[config.mk]
export PLATFORM = sky130hd
export DESIGN_NAME = mem_slot_sched
export DESIGN_NICKNAME = d
export VERILOG_FILES = /design/src/rtl/mem_sched_pkg.sv /design/src/rtl/ldr_wr_fifo.sv /design/src/rtl/mem_slot_sched.sv
export SDC_FILE = /design/constraint.sdc
export NUM_CORES = 1
export LEC_CHECK = 0
export ABC_AREA = 1
export BUFFER_PORTS_ARGS = -buffer_cell sky130_fd_sc_hd__buf_2
export CAP_MARGIN = 20
export CORE_MARGIN = 8
export CORE_UTILIZATION = 53
export DETAILED_ROUTE_END_ITERATION = 7
export PLACE_DENSITY = 0.87
export SLEW_MARGIN = 20
export SYNTH_ARGS = -nofsm -noshare
export SYNTH_HDL_FRONTEND = slang
export SYNTH_HIERARCHICAL = 1
export SYNTH_SLANG_ARGS = --single-unit
[constraint.sdc]
create_clock -name clk -period 3.9 [get_ports clk]
set_clock_uncertainty 0.2 [all_clocks]
set_input_delay 0.39 -clock clk [delete_from_list [all_inputs] [get_ports clk]]
set_output_delay 0.39 -clock clk [all_outputs]
set_load 0.02 [all_outputs]
[src/rtl/mem_sched_pkg.sv]
// Shared types and default timing constants for the SDRAM slot scheduler.
//   state_t : scheduler mode (LOAD while the NES is held in reset, RUN otherwise)
//   cmd_t   : command class selected for the next memory slot
package mem_sched_pkg;

  // Default NES cycle shape: 7 clk per NES cycle, memory slot in phase 0,
  // clock enable in phase 6 so a read issued in phase 0 (latency 4) has
  // returned before the NES consumes it.
  localparam int unsigned DEF_PHASES     = 7;
  localparam int unsigned DEF_MEM_PHASE  = 0;
  localparam int unsigned DEF_NES_PHASE  = 6;
  localparam int unsigned DEF_ADDR_W     = 22;
  localparam int unsigned DEF_FIFO_DEPTH = 4;

  typedef enum logic {
    S_LOAD,
    S_RUN
  } state_t;

  typedef enum logic [1:0] {
    CMD_NONE,
    CMD_READ,
    CMD_WRITE,
    CMD_REFRESH
  } cmd_t;

endpackage

[src/rtl/ldr_wr_fifo.sv]
// Small synchronous FIFO buffering loader writes until a free memory slot.
//   clk, resetn : clock, asynchronous active-low reset (clears pointers/count)
//   push, din   : write strobe and entry; accepted when not full, or when
//                 full and a pop happens in the same cycle
//   pop, dout   : read strobe and head entry (dout valid while !empty)
//   full, empty : occupancy flags
//   count       : number of stored entries, 0..DEPTH
module ldr_wr_fifo #(
  parameter int unsigned DEPTH = 4,   // power of two, at least 2
  parameter int unsigned WIDTH = 30,
  localparam int unsigned PTR_W = $clog2(DEPTH),
  localparam int unsigned CNT_W = $clog2(DEPTH + 1)
) (
  input  logic             clk,
  input  logic             resetn,
  input  logic             push,
  input  logic [WIDTH-1:0] din,
  input  logic             pop,
  output logic [WIDTH-1:0] dout,
  output logic             full,
  output logic             empty,
  output logic [CNT_W-1:0] count
);

  logic [WIDTH-1:0] mem [DEPTH];
  logic [PTR_W-1:0] wr_ptr;
  logic [PTR_W-1:0] rd_ptr;
  logic             do_push;
  logic             do_pop;

  assign full  = (count == CNT_W'(DEPTH));
  assign empty = (count == '0);

  // A pop in the same cycle frees the slot a push into a full FIFO needs.
  assign do_pop  = pop && !empty;
  assign do_push = push && (!full || do_pop);

  assign dout = mem[rd_ptr];

  // NOTE: storage is not reset; only the pointers and count define which
  // entries are valid, and leaving the array reset-free keeps it a plain RAM.
  always_ff @(posedge clk) begin
    if (do_push) begin
      mem[wr_ptr] <= din;
    end
  end

  // NOTE: sequential state uses non-blocking assignments so every flop
  // samples pre-edge values regardless of statement order.
  always_ff @(posedge clk or negedge resetn) begin
    if (!resetn) begin
      wr_ptr <= '0;
      rd_ptr <= '0;
      count  <= '0;
    end else begin
      if (do_push) wr_ptr <= wr_ptr + PTR_W'(1);
      if (do_pop)  rd_ptr <= rd_ptr + PTR_W'(1);
      count <= count + CNT_W'(do_push) - CNT_W'(do_pop);
    end
  end

endmodule

[src/rtl/mem_slot_sched.sv]
// Shares the single SDRAM controller port between the NES core and the game
// loader, and generates the NES clock-enable schedule.
//   clk, resetn                     : clock, asynchronous active-low reset
//   reset_nes                       : 1 = loader mode (NES held in reset)
//   nes_read_cpu/ppu, nes_write     : NES access requests, nes_addr/nes_dout
//   ldr_write, ldr_addr, ldr_data   : loader byte write (buffered in a FIFO)
//   ldr_refresh                     : loader refresh request pulse
//   mem_busy                        : controller busy (honoured in LOAD only)
//   run_nes, phase                  : NES clock enable and current phase
//   mem_read_a/b, mem_write,
//   mem_refresh, mem_addr, mem_din  : registered command port to controller
//   ldr_full, overflow              : FIFO full, sticky dropped-write flag
module mem_slot_sched
  import mem_sched_pkg::*;
#(
  parameter int unsigned PHASES     = DEF_PHASES,
  parameter int unsigned MEM_PHASE  = DEF_MEM_PHASE,
  parameter int unsigned NES_PHASE  = DEF_NES_PHASE,  // >= MEM_PHASE + 5
  parameter int unsigned ADDR_W     = DEF_ADDR_W,
  parameter int unsigned FIFO_DEPTH = DEF_FIFO_DEPTH
) (
  input  logic              clk,
  input  logic              resetn,
  input  logic              reset_nes,
  input  logic              nes_read_cpu,
  input  logic              nes_read_ppu,
  input  logic              nes_write,
  input  logic [ADDR_W-1:0] nes_addr,
  input  logic [7:0]        nes_dout,
  input  logic              ldr_write,
  input  logic [ADDR_W-1:0] ldr_addr,
  input  logic [7:0]        ldr_data,
  input  logic              ldr_refresh,
  input  logic              mem_busy,
  output logic              run_nes,
  output logic [3:0]        phase,
  output logic              mem_read_a,
  output logic              mem_read_b,
  output logic              mem_write,
  output logic              mem_refresh,
  output logic [ADDR_W-1:0] mem_addr,
  output logic [7:0]        mem_din,
  output logic              ldr_full,
  output logic              overflow
);

  localparam int unsigned   FIFO_W     = ADDR_W + 8;
  localparam int unsigned   CNT_W      = $clog2(FIFO_DEPTH + 1);
  localparam logic [3:0]    LAST_PHASE = 4'(PHASES - 1);
  localparam logic [3:0]    MEM_PH     = 4'(MEM_PHASE);
  localparam logic [3:0]    NES_PH     = 4'(NES_PHASE);

  state_t            state;
  state_t            next_state;
  logic [3:0]        next_phase;

  cmd_t              cmd;
  logic              cmd_rd_a;
  logic              cmd_rd_b;
  logic [ADDR_W-1:0] cmd_addr;
  logic [7:0]        cmd_data;
  logic              cmd_issued;
  logic              refresh_pend;

  logic              fifo_pop;
  logic [FIFO_W-1:0] fifo_dout;
  logic              fifo_full;
  logic              fifo_empty;
  logic [CNT_W-1:0]  fifo_count;

  ldr_wr_fifo #(
    .DEPTH (FIFO_DEPTH),
    .WIDTH (FIFO_W)
  ) u_fifo (
    .clk    (clk),
    .resetn (resetn),
    .push   (ldr_write),
    .din    ({ldr_addr, ldr_data}),
    .pop    (fifo_pop),
    .dout   (fifo_dout),
    .full   (fifo_full),
    .empty  (fifo_empty),
    .count  (fifo_count)
  );

  assign ldr_full   = (fifo_count == CNT_W'(FIFO_DEPTH));
  assign cmd_issued = mem_read_a | mem_read_b | mem_write | mem_refresh;

  // ---------------------------------------------------------------- state
  always_ff @(posedge clk or negedge resetn) begin
    if (!resetn) begin
      state <= S_LOAD;
      phase <= '0;
    end else begin
      state <= next_state;
      phase <= next_phase;
    end
  end

  // The phase counter restarts at 0 on entry to RUN and is parked at 0 in LOAD.
  // NOTE: every signal written in always_comb gets a default first, so no
  // path leaves it unassigned and no latch is inferred.
  always_comb begin
    next_state = S_LOAD;
    next_phase = '0;
    if (!reset_nes) begin
      next_state = S_RUN;
      if (state == S_RUN) begin
        next_phase = (phase == LAST_PHASE) ? '0 : phase + 4'd1;
      end
    end
  end

  // ------------------------------------------------------ command select
  // The command is chosen for the cycle being entered, so strobes line up
  // with the registered phase output they belong to.
  always_comb begin
    cmd      = CMD_NONE;
    cmd_rd_a = 1'b0;
    cmd_rd_b = 1'b0;
    cmd_addr = nes_addr;
    cmd_data = nes_dout;
    fifo_pop = 1'b0;
    if (next_state == S_RUN) begin
      if (next_phase == MEM_PH) begin
        if (nes_write) begin
          cmd = CMD_WRITE;
        end else if (nes_read_cpu || nes_read_ppu) begin
          cmd      = CMD_READ;
          cmd_rd_a = nes_read_cpu;
          cmd_rd_b = nes_read_ppu;
        end else if (!fifo_empty) begin
          cmd      = CMD_WRITE;
          fifo_pop = 1'b1;
          cmd_addr = fifo_dout[FIFO_W-1:8];
          cmd_data = fifo_dout[7:0];
        end else begin
          cmd = CMD_REFRESH;
        end
      end
    end else if (state == S_LOAD && !mem_busy && !cmd_issued) begin
      // Requiring state==LOAD keeps the first cycle after RUN->LOAD quiet;
      // !cmd_issued spaces loader commands at least one idle cycle apart.
      if (!fifo_empty) begin
        cmd      = CMD_WRITE;
        fifo_pop = 1'b1;
        cmd_addr = fifo_dout[FIFO_W-1:8];
        cmd_data = fifo_dout[7:0];
      end else if (refresh_pend) begin
        cmd = CMD_REFRESH;
      end
    end
  end

  // ------------------------------------------------------ output registers
  always_ff @(posedge clk or negedge resetn) begin
    if (!resetn) begin
      run_nes      <= 1'b0;
      mem_read_a   <= 1'b0;
      mem_read_b   <= 1'b0;
      mem_write    <= 1'b0;
      mem_refresh  <= 1'b0;
      mem_addr     <= '0;
      mem_din      <= '0;
      overflow     <= 1'b0;
      refresh_pend <= 1'b0;
    end else begin
      run_nes     <= (next_state == S_RUN) && (next_phase == NES_PH);
      mem_read_a  <= (cmd == CMD_READ) && cmd_rd_a;
      mem_read_b  <= (cmd == CMD_READ) && cmd_rd_b;
      mem_write   <= (cmd == CMD_WRITE);
      mem_refresh <= (cmd == CMD_REFRESH);
      // Address/data hold across refresh and idle cycles.
      if (cmd == CMD_WRITE) begin
        mem_addr <= cmd_addr;
        mem_din  <= cmd_data;
      end else if (cmd == CMD_READ) begin
        mem_addr <= cmd_addr;
      end
      // A new request in the issuing cycle keeps the flag set.
      refresh_pend <= ldr_refresh | (refresh_pend & (cmd != CMD_REFRESH));
      if (ldr_write && fifo_full && !fifo_pop) begin
        overflow <= 1'b1;
      end
    end
  end

endmodule
==> impl_results.md, run 1 <==
- Status: complete, no violations
- Reg clk slew, reported paths: 60 ps
- Power density over cell area: 629.3 nW/µm²
- Placement row count: 47
- Crit Reg-Reg Startpoint: phase[0]$_DFF_PN0_
- Largest family of logic cells by synthesized area: simple AND/OR/NAND/NOR gates
- Overall Power: 6.627 mW
- Worst reg-to-reg setup slack: 360 ps
- Initial Util: 0.5438
- CP Class: reg -> reg
- PortBufs: 109
- Root buffer cell: clkbuf_16
- Initial DRC count: 956
- Post-placement cell area: 9633 µm²
- Clk buf depth: 2
- Largest net degree at the start of global routing: 62
- Yosys top cell by area: edfxtp_1
- Area share of the largest cell type after synthesis: 0.3996
- Worst-Margin Slew: 989.4 ps
- Syn. warnings: 6
- Design Area, Final: 10530 µm²
- Final Hold Vio Count: 0
- Top Ports: 110
- Final setup vio count: 0
- Critical path data required time: 4050 ps
- Simple-Gate Fraction of Synth Area: 0.2618
- Synthesized area: 9019 µm²
- P_leak: 4.804 nW
- Initial antenna violation count: 4
- Routed WL: 22760 µm
- Worst R2R End: mem_addr[1]$_DFFE_PN0P_
- Vias in the first global route: 7705
- Syn_nets: 1187
- NumNets Final: 1301
- Tcrit/Tclk final: 0.9072
- CP arrival: 3690 ps
- Worst Setup Start Kind: flip-flop
- WHS Path Cells: 3
- Synthesis-to-finish area growth: 16.76%
- R2R depth: 16
- Post-synthesis mux area share: 0
- Worst skew pair latency: 430 ps
- Critical path peak fanout: 22
- DR pass1 iterations: 6
- Synth Instances: 1107
- Synth Area in XOR/XNOR: 0.002913
- Worst slew margin: 0.3397
- Clk sinks: 169
- WL per Instance: 15.65 µm
- CP startpoint: phase[0]$_DFF_PN0_
- Num CTS Buffers: 17
- CTS tree: yes
- Post-detail-place hpwl: 14580 µm
- Worst setup EP type: flip-flop
- GRT overflow: 0
- GP Congestion: 0.8828
- Max-slew violation count: 0
- Die area: 21450 µm²
- Placeable Area: 16580 µm²
- RSZ-0062 raised after global routing: false
- Synth area leaders: edfxtp_1 (40%), dfrtp_1 (14%), nand2_1 (14%)
- GRT Util Overall: 0.2136
- Antenna Nets Post-Route: 0
- Pre-CTS setup slack: 449.9 ps
- MaxCap Viol Count: 0
- Hold WC Path Type: in -> reg
- Fin Setup TNS: 0 ps
- First-pass GRT wire length: 37350 µm
- Register area share after synthesis: 0.5355
- Die Width: 146.4 µm
- Synth cell types: 31
- Die Y: 146.4 µm
- Synthesized-area fraction occupied by adder cells: 0.01609
- Hold_sp: nes_read_ppu
- Hold endpoint: mem_read_b$_DFF_PN0_
- Fmax: 282.6 MHz
- DRC: 0
- Final setup margin: 362.0 ps
- Via count: 7986
- Synth Area in Compound Gates: 0.1046
- Htree depth: 4
- Minimum clock period after layout: 3538 ps
- Maximum VDD drop: 417.3 µV
- Avg Inst Size Synth: 8.147 µm²
- Vias per cell: 5.492
- Seq cells post-synth: 169
- Share of cells above drive strength 1: 0.1427
[repair_timing]
action                    CTS  global route
gates resized for setup     0             0
hold endpoints to repair  170             0
hold buffers               32             0
setup buffers               0             0
[synthesized netlist by cell type]
| cell type | n |
|---|---|
| a21oi_1 | 61 |
| buf_1 | 1 |
| buf_2 | 29 |
| buf_4 | 6 |
| buf_6 | 8 |
| clkbuf_1 | 21 |
| dfrtp_1 | 49 |
| edfxtp_1 | 120 |
| fa_1 | 1 |
| ha_1 | 10 |
| inv_1 | 87 |
| inv_2 | 3 |
| inv_4 | 2 |
| nand2_1 | 326 |
| nand2_2 | 2 |
| nand3_1 | 102 |
| nand3_2 | 1 |
| nand3_4 | 1 |
| nand3b_1 | 1 |
| nand4_1 | 1 |
| nor2_1 | 140 |
| nor2_2 | 2 |
| nor2_4 | 1 |
| nor3_2 | 1 |
| nor3b_1 | 1 |
| nor4_1 | 1 |
| o211ai_1 | 1 |
| o21ai_0 | 30 |
| o21ai_1 | 93 |
| o21bai_1 | 2 |
| xnor2_1 | 3 |
[cell usage in the layout (no fill, tap or decap), types with 2 or more instances in the layout]
master and instances:
nand2_1 326, nor2_1 135, edfxtp_1 120, buf_2 109, nand3_1 102, o21ai_1 93
inv_1 87, a21oi_1 61, dfrtp_1 48, dlygate4sd3_1 32, o21ai_0 30, buf_4 19
clkbuf_16 17, ha_1 10, nor2_2 7, xnor2_1 3, inv_2 3, clkinvlp_4 3
inv_4 2, nand2_2 2, o21bai_1 2, bufinv_16 2, inv_8 2, clkinv_4 2
[power breakdown]
| group | leakage, nW | switching [mW] | total (mW) | internal, mW |
|---|---|---|---|---|
| clock network | 0.270 | 0.702 | 1.65 | 0.945 |
| registers | 1.68 | 0.216 | 2.57 | 2.35 |
| logic | 2.86 | 1.66 | 2.41 | 0.753 |
| total | 4.80 | 2.58 | 6.63 | 4.05 |
[worst max path at each step]
stage               slack [ps]                    endpoint
finish                     360     mem_addr[1]$_DFFE_PN0P_
global route               100    mem_addr[10]$_DFFE_PN0P_
CTS                        440    mem_addr[10]$_DFFE_PN0P_
detailed placement         450    mem_addr[11]$_DFFE_PN0P_
floorplan                   90  u_fifo/mem[2][0]$_DFFE_PP_
global placement           600     mem_addr[0]$_DFFE_PN0P_
[cell families (layout without fill, tap and decap cells)]
| group | count (synthesis) | in the layout |
|---|---|---|
| buf+inv | 157 | 283 |
| other cells | 0 | 1 |
| xor+xnor | 3 | 3 |
| compound gates | 187 | 187 |
| flops | 169 | 169 |
| fa+ha+maj | 11 | 11 |
| simple gates | 580 | 580 |
[cell type report]
class	count	area, µm²
fillers	1337	6053
flip-flops and latches	169	4831
multi-input cells	781	3488
repair buffers	160	1008
clock buffers	18	429.2
inverters	92	350.3
well taps	220	275.3
clock inverters	13	145.1
diodes	1	2.502
[sequential cells by signal, summed over array words and instances (netlist names)]
register / flops
mem_addr: 22
mem_read_b: 1
u_fifo/wr_ptr: 2
mem_refresh: 1
mem_din: 8
u_fifo/count: 3
mem_read_a: 1
run_nes: 1
state: 1
u_fifo/mem: 120
refresh_pend: 1
u_fifo/rd_ptr: 2
overflow: 1
mem_write: 1
phase: 4
[per-layer routing]
layer	routed length, µm	track usage
met3	2022	0.04944
met5	41	0
met1	9306	0.2652
met4	620	0.1025
met2	10770	0.3463
[metrics by stage]
| stage | util | hold WS [ps] | cells |
|---|---|---|---|
| floorplan | - | -105.6 | 1107 |
| global placement | 0.5809 | 301.9 | 1390 |
| detailed placement | 0.5809 | 314.3 | 1390 |
| CTS | 0.6348 | 8.189 | 1453 |
| global route | 0.6350 | 30.83 | 1454 |
| finish | 0.6350 | 28.69 | 1454 |
[worst max-delay path, stage by stage (launching register included)]
cell     delay (ps)
dfrtp_1         430
inv_1           130
ha_1            190
nand2_1          60
nor2_1          190
nor2_4           50
nand3_2         250
buf_4           320
inv_1           100
nor2_1          110
nand2_1          50
o21ai_1         130
inv_1            70
ha_1            300
inv_1           590
nor2_1          110
a21oi_1         150
No activity file was read; power rests on OpenSTA's default activity.
==> run 2: changes to the inputs <==
--- a/config.mk
+++ b/config.mk
@@ -9,9 +9,9 @@
 export BUFFER_PORTS_ARGS = -buffer_cell sky130_fd_sc_hd__buf_2
 export CAP_MARGIN = 20
 export CORE_MARGIN = 8
-export CORE_UTILIZATION = 53
+export CORE_UTILIZATION = 55
 export DETAILED_ROUTE_END_ITERATION = 7
-export PLACE_DENSITY = 0.87
+export PLACE_DENSITY = 0.86
 export SLEW_MARGIN = 20
 export SYNTH_ARGS = -nofsm -noshare
 export SYNTH_HDL_FRONTEND = slang
==> constraint.sdc (replaced) <==
create_clock -name clk -period 3.7 [get_ports clk]
set_clock_uncertainty 0.2 [all_clocks]
set_input_delay 0.37 -clock clk [delete_from_list [all_inputs] [get_ports clk]]
set_output_delay 0.37 -clock clk [all_outputs]
set_load 0.02 [all_outputs]
==> run 2 against run 1 <==
Flip-flop and latch count unchanged. Critical path depth decreased by 3. Fmax increased by 8.6%.
==> impl_results.md, run 2 (synthesized netlist as in run 1, its figures left out) <==
- Crit Reg-Reg Startpoint: phase[0]$_DFF_PN0_
- CP Class: reg -> reg
- Num CTS Buffers: 17 (unchanged)
- Max-slew violation count: 0 (unchanged)
- Quantity of gates resized following cts: 0 (unchanged)
- P_sw: 2.741 mW (+6.4%)
- WHS Path Cells: 3 (unchanged)
- Pint: 4.131 mW (+2.0%)
- First-pass GRT wire length: 37000 µm (-0.92%)
- Clk sinks: 169 (unchanged)
- Final setup vio count: 0 (unchanged)
- Via count: 7917 (-0.86%)
- Fin Setup TNS: 0 ps (unchanged)
- R2R depth: 13 (-3)
- Initial antenna violation count: 3 (-1)
- Placeable Area: 16290 µm² (-1.8%)
- Routed WL: 23300 µm (+2.4%)
- DRC: 0 (unchanged)
- Die Y: 144.1 µm (-1.6%)
- Share of cells above drive strength 1: 0.1418 (-0.0009260)
- CP arrival: 3410 ps (-280 ps)
- Largest net degree at the start of global routing: 62 (unchanged)
- Post-Layout Cell Count: 1454 (unchanged)
- DR pass1 iterations: 6 (unchanged)
- Antenna Cells: 0 (-1)
- Worst Setup Start Kind: flip-flop
- Combinational Power Share: 0.371 (+0.007)
- Hold WC Path Type: in -> reg
- Worst R2R End: mem_addr[9]$_DFFE_PN0P_
- GP Congestion: 0.9113 (+3.2%)
- Htree depth: 4 (unchanged)
- RSZ-0062 raised after global routing: false
- Top Ports: 110 (unchanged)
- Initial DRC count: 1028 (+7.5%)
- Clock power frac: 0.236 (-0.013)
- Tcrit/Tclk final: 0.8807 (-0.02650)
- PortBufs: 109 (unchanged)
- Largest regs: u_fifo/mem (120), mem_addr (22), mem_din (8)
- Root buffer cell: clkbuf_16
- CP startpoint: phase[0]$_DFF_PN0_
- GRT Util Overall: 0.2304 (+0.01677)
- Status: complete, no violations
- Seq pwr share: 0.392 (+0.005)
- Power density over cell area: 654.9 nW/µm² (+4.1%)
- Critical path data required time: 3860 ps (-190 ps)
- Die Width: 144.1 µm (-1.6%)
- Worst-Margin Slew: 1080 ps (+90.73 ps)
- Max reg flops: 120 (unchanged)
- WL per Instance: 16.02 µm (+2.4%)
- NumNets Final: 1302 (+0.077%)
- Worst setup EP type: flip-flop
- Placement row count: 47 (unchanged)
- Switching part of the total power: 0.3988 (+0.009958)
- Highest-count cells in the layout ignoring fill and taps: nand2_1 (326), nor2_1 (135), edfxtp_1 (120)
- Die area: 20750 µm² (-3.2%)
- Maximum VDD drop: 380.6 µV (-8.8%)
- Post-detail-place hpwl: 15090 µm (+3.5%)
- Fmax: 306.9 MHz (+8.6%)
- GRT overflow: 0 (unchanged)
- Final Hold Vio Count: 0 (unchanged)
- Worst skew pair latency: 430 ps (about the same)
- Vias in the first global route: 7351 (-4.6%)
- Reg clk slew, reported paths: 60 ps (about the same)
- Critical path peak fanout: 33 (+50%)
- Worst reg-to-reg setup slack: 440 ps (+80 ps)
- Commonest non-fill, non-tap cell in the layout: nand2_1
- P_leak: 4.785 nW (-0.40%)
- Post-Place Cells: 1389 (-0.072%)
- Synthesis-to-finish area growth: 16.36%
- Minimum clock period after layout: 3258 ps (-279.5 ps)
- Top reg by flops: u_fifo/mem
- Worst slew margin: 0.2791 (-0.06055)
- Layout Utilization: 0.6442 (+0.009234)
- MaxCap Viol Count: 0 (unchanged)
- CP endpoint: mem_addr[9]$_DFFE_PN0P_
- Vias per cell: 5.445 (-0.86%)
- CTS tree: yes
- Initial Util: 0.5537 (+0.009817)
- Clk buf depth: 2 (unchanged)
- Antenna Nets Post-Route: 0 (unchanged)
==> run 2: worst min path at each step <==
| stage | start | end | slack (ps) |
|---|---|---|---|
| after floorplan | resetn | mem_addr[0]$_DFFE_PN0P_ | -130 |
| after global placement | resetn | mem_addr[16]$_DFFE_PN0P_ | 120 |
| after detailed placement | resetn | mem_addr[17]$_DFFE_PN0P_ | 120 |
| after CTS | ldr_write | u_fifo/wr_ptr[0]$_DFFE_PN0P_ | 40 |
| after global routing | ldr_write | u_fifo/wr_ptr[0]$_DFFE_PN0P_ | 40 |
| final | ldr_write | u_fifo/wr_ptr[1]$_DFFE_PN0P_ | 50 |
==> run 2: power by group through the flow <==
| stage | registers, mW | logic, mW | clock network, mW |
|---|---|---|---|
| 4_1_cts | 2.70 | 2.53 | 1.64 |
| 3_3_place_gp | 2.72 | 2.41 | 0 |
| 6_report | 2.70 | 2.55 | 1.62 |
| 5_1_grt | 2.74 | 2.86 | 1.72 |
| 2_1_floorplan | 2.81 | 1.72 | 0 |
| 3_5_place_dp | 2.73 | 2.49 | 0 |
==> run 2: what timing repair did <==
action                                 in CTS  in global routing
hold buffers                               34                  0
endpoints found under the hold margin     137                  0
setup buffers                               0                  0
==> run 2: per-layer routing <==
metal  GRT usage  share of wire  wire, µm
met3     0.05513          0.088      2047
met2      0.3720           0.49     11340
met4     0.08135          0.019       435
met1      0.2978           0.40      9432
met5           0         0.0018        41
==> run 2: metrics by stage <==
stage | hold slack (ps) | worst slack (ps) | area, µm² | total power, mW
2_1_floorplan | -125.6 | -105.5 | 9019 | 4.529
3_3_place_gp | 117.0 | 515.1 | 9625 | 5.125
3_5_place_dp | 122.0 | 392.0 | 9625 | 5.218
4_1_cts | 39.97 | 460.0 | 10490 | 6.870
5_1_grt | 43.99 | 202.0 | 10490 | 7.312
6_report | 53.25 | 441.5 | 10490 | 6.872
==> run 2: final cells by class <==
cell class | instances | area, µm²
multi-input combinational | 781 | 3488
tap | 220 | 275.3
timing repair buffer | 161 | 1021
inverter | 92 | 350.3
fill | 1335 | 5796
clock buffer | 19 | 432.9
clock inverter | 12 | 95.09
sequential | 169 | 4831
==> run 2: critical path: stages (launching register included) <==
cell,delay (ps)
dfrtp_1,440
inv_1,130
ha_1,190
nand2_1,60
nor2_1,200
nor2_4,50
nand2_1,150
nand3_4,90
buf_4,280
nor3_2,250
ha_1,290
inv_1,580
nor2_1,100
a21oi_1,150
